`src/rtl/count_run_controller.sv`:
```
// Run controller for a WIDTH-bit up/down counter: load, step to end value, pulse done, return idle.
// Optional per-step prescaler enabled by defining COUNT_PRESCALE_EN.
module count_run_controller #(
  parameter int WIDTH    = 4,
  parameter int PRESCALE = 4
) (
  input  logic             clk,
  input  logic             clr,
  input  logic             start,
  input  logic             abort,
  input  logic             pause,
  input  logic             dir,
  input  logic [WIDTH-1:0] start_val,
  input  logic [WIDTH-1:0] end_val,
  output logic [WIDTH-1:0] count,
  output logic             busy,
  output logic             done,
  output logic [2:0]       state
);

  typedef enum logic [2:0] {
    IDLE  = 3'd0,
    RUN   = 3'd1,
    PAUSE = 3'd2,
    DONE  = 3'd3
  } state_t;

  state_t           st, st_nx;
  logic [WIDTH-1:0] count_nx;
  logic [WIDTH-1:0] end_q, end_nx;
  logic             dir_q, dir_nx;
  logic             tick;

`ifdef COUNT_PRESCALE_EN
  localparam int PW = $clog2(PRESCALE);
  localparam logic [PW-1:0] PRE_MAX = PW'(PRESCALE - 1);

  logic [PW-1:0] pre_q, pre_nx;

  assign tick = (pre_q == PRE_MAX);

  // Prescaler advances on every RUN cycle and is frozen outside RUN.
  always_comb begin
    pre_nx = pre_q;
    case (st)
      IDLE:    if (start) pre_nx = '0;
      RUN: begin
        if (abort)     pre_nx = '0;
        else if (tick) pre_nx = '0;
        else           pre_nx = pre_q + PW'(1);
      end
      default: pre_nx = pre_q;
    endcase
  end

  always_ff @(posedge clk) begin
    if (!clr) pre_q <= '0;
    else      pre_q <= pre_nx;
  end
`else
  // PRESCALE has no effect in this build; every cycle is a count step.
  assign tick = (PRESCALE >= 0) ? 1'b1 : 1'b1;
`endif

  always_comb begin
    st_nx    = st;
    count_nx = count;
    end_nx   = end_q;
    dir_nx   = dir_q;
    case (st)
      IDLE: begin
        if (start) begin
          st_nx    = RUN;
          count_nx = start_val;
          end_nx   = end_val;
          dir_nx   = dir;
        end
      end
      RUN: begin
        if (abort)                st_nx = IDLE;
        else if (count == end_q)  st_nx = DONE;
        else if (pause)           st_nx = PAUSE;
        else if (tick)            count_nx = dir_q ? count + WIDTH'(1) : count - WIDTH'(1);
      end
      PAUSE: begin
        if (abort)       st_nx = IDLE;
        else if (!pause) st_nx = RUN;
      end
      DONE:    st_nx = IDLE;
      default: st_nx = IDLE;
    endcase
  end

  always_ff @(posedge clk) begin
    if (!clr) begin
      st    <= IDLE;
      count <= '0;
      end_q <= '0;
      dir_q <= 1'b0;
    end else begin
      st    <= st_nx;
      count <= count_nx;
      end_q <= end_nx;
      dir_q <= dir_nx;
    end
  end

  assign busy  = (st == RUN) || (st == PAUSE);
  assign done  = (st == DONE);
  assign state = st;

endmodule

```
`config.mk`:
```
export PLATFORM = sky130hd
export DESIGN_NAME = count_run_controller
export DESIGN_NICKNAME = d
export VERILOG_FILES = /design/src/rtl/count_run_controller.sv
export SDC_FILE = /design/constraint.sdc
export NUM_CORES = 1
export LEC_CHECK = 0
export CORE_MARGIN = 1.5
export CORE_UTILIZATION = 41
export CTS_CLUSTER_SIZE = 10
export DETAILED_ROUTE_END_ITERATION = 6
export PLACE_DENSITY_LB_ADDON = 0.2
export RECOVER_POWER = 50
export SYNTH_ARGS = -nofsm -noshare
export SYNTH_HDL_FRONTEND = slang
export SYNTH_SLANG_ARGS = --single-unit
```
`constraint.sdc`:
```
create_clock -name clk -period 1.9 [get_ports clk]
set_input_delay 0.38 -clock clk [delete_from_list [all_inputs] [get_ports clk]]
set_output_delay 0.38 -clock clk [all_outputs]
set_load 0.005 [all_outputs]
```
==> qor.txt <==
Routed WL -> 1720 µm
Nets@finish -> 142
Leak -> 0.440 nW
Buffers on Ports -> 21
Syn avg cell area -> 8.96 µm²
DR pass1 iterations -> 4
Num ports -> 23
Crit path max-delay family -> buffers and inverters
Largest net degree at the start of global routing -> 10
Critical path buffer and inverter count -> 2
WHS Path Cells -> 2
Setup crit end kind -> primary output
Final instance area -> 1100 µm²
Reg2reg start -> count[0]
Grt ovf -> 0
Commonest non-fill, non-tap cell in the layout -> clkdlybuf4s50_1
CP max stage cell -> clkdlybuf4s50_1
Drt first-iter violations -> 13
Element type at the critical path start -> flip-flop
Root Buffer -> clkbuf_4
Final Hold Fails -> 0
Unrepaired setup endpoints after global routing -> no
Via count -> 723
Crit path cell chain -> inv_1 -> ha_1 -> clkdlybuf4s50_1
Post-CTS Hold Fix Bufs -> 0
Vias in the first global route -> 679
Syn Inst Count -> 87
Hold slack -> 0.470 ns
Die area -> 2170 µm²
H-tree depth -> 1
Vias per Instance -> 5.02
Crit Path Max Fanout -> 3
PostCTS Resize Cnt -> 0
Max-cap violations -> 0
CTS Sinks -> 11
Clock buffer depth -> 2
Area grow syn2layout -> 41.1%
Pwr dens -> 1310 nW/µm²
Reg2reg end -> state[0]
Initial antenna violation count -> 0
Core area -> 1760 µm²
Min-delay src -> end_q[0]
Net count after synthesis -> 109
Antenna-violating nets left -> 0
Peak VDD IR -> 0.647 mV
WP data required -> 1.52 ns
GP Congestion -> 0.874
Max Clk Rate -> 553 MHz
Placed cells -> 140
Die Wd -> 46.6 µm
Die height -> 46.6 µm
Min-Delay Path Class -> reg2reg
First-pass GRT wire length -> 2840 µm
Finished Core Util -> 62.3%
Setup slack, reg-to-reg -> 0.10 ns
Crit path arrival time -> 1.43 ns
#FFs+latches synth -> 11
Clock skew -> 0.000746 ns
Register area share after synthesis -> 28.3%
CTS tree -> built
Finished Layout Cells -> 144
N_diodes -> 0
Worst-Skew Late Latency -> 0.26 ns
Slew Limit Fails -> 0
Clk pin slew, worst setup/hold paths -> 0.07 ns
Fin crit share -> 95.1%
Syn. warnings -> 0
Final Setup Violations -> 0
Commonest cells after routing, fill and taps aside -> clkdlybuf4s50_1, dfxtp_1, buf_4
Final Power -> 0.00144 W
Worst Hold End -> end_q[0]
Min cycle time layout -> 1.81 ns
Status -> complete, no violations
Share of cells above drive strength 1 -> 15.1%
DRC -> 0
Starting Density -> 44.2%
Critical path type -> reg2out
CP max stage delay -> 0.49 ns
DP HPWL -> 1390 µm
Postcts setup bufs -> 0
Post-synthesis cell type count -> 32
Mapped Area -> 779 µm²
Cell Area, Placed -> 1070 µm²
Rows -> 15
FF-to-FF path depth -> 5
TritonCTS Buffers -> 3
All-Layer GR Usage -> 19.0%
WL/cell -> 11.9 µm
[state kept, by name (all words and copies together), names as in the netlist]
signal and flops:
end_q 4, dir_q 1, count 4, state 2
[cell families (layout without fill, tap and decap cells)]
kind of cell	Yosys count	after routing	share of synthesized area, %
adders and majority gates	8	8	13.8
muxes	1	1	1.28
AOI/OAI and AO/OA	26	26	26.5
DFF	11	11	28.3
and+or+nand+nor	24	24	16.5
xor gates and xnor gates	6	6	6.74
other	1	1	0.481
buffers and inverters	10	42	6.42
[worst max-delay path by stage]
stage	start	to	slack [ns]	cells after the start
floorplan	state[0]	count[0]	0.07	6
global placement	abort	count[0]	-0.08	5
detailed placement	abort	count[0]	-0.11	5
CTS	state[0]	busy	0.03	3
global route	count[0]	state[0]	0.01	5
finish	state[0]	busy	0.09	3
[Yosys cell counts]
master     instances  area share (%)
and2b_1            1            0.96
nand2_1            8             3.9
buf_2              1            0.64
o221a_2            1             1.4
nor2_1             3             1.4
o221ai_2           1             1.9
o2111ai_1          1             1.1
a32o_1             1             1.3
and4_1             2             2.2
o211ai_1           2             1.9
a221oi_1           1             1.1
inv_1              7             3.4
conb_1             1            0.48
dfxtp_1           11              28
fa_1               1             2.6
or2b_1             1            0.96
o21ai_1            2             1.3
mux2i_1            1             1.3
ha_1               7              11
buf_4              1            0.96
nand3_1            6             3.9
buf_6              1             1.4
a21oi_1            8             5.1
o21a_1             2             1.9
o211a_1            1             1.3
nand2b_1           1            0.80
a211oi_1           4             3.9
o21ai_0            1            0.64
xnor2_1            6             6.7
a41oi_4            1             3.5
or4_1              1            0.96
or3b_4             1             1.4
[report_power, final]
part           internal, W  switching, W
clock network    0.0000811     0.0000779
logic             0.000461      0.000414
registers         0.000307     0.0000952
[through the flow]
step                worst slack (ns)  setup TNS [ns]
finish                        0.0931               0
global route                  0.0108               0
CTS                           0.0324               0
detailed placement            -0.115          -0.269
global placement             -0.0808          -0.189
floorplan                     0.0716               0
[routing by layer]
layer	vias to the layer above	part of all wire, %	GRT usage, %	routed length [µm]
met5	-	0	0	0
met4	0	0	8.57	0
li1	379	-	-	-
met2	20	47	30.0	804
met3	0	4.2	3.53	72
met1	324	49	24.8	843
[layout make-up]
cell class,count,area [µm²]
Inverter,7,26.3
Fill cell,168,664
Timing Repair Buffer,31,285
Multi-Input combinational cell,66,509
Clock buffer,4,26.3
Sequential cell,11,221
Tap cell,25,31.3
[tightest hold or removal path, delay by kind of cell, from the launching register on]
family          cells  cell delay, ns
compound gates      1            0.05
simple gates        1            0.05
flops               1            0.32
Power figures use the tool's default switching activity.
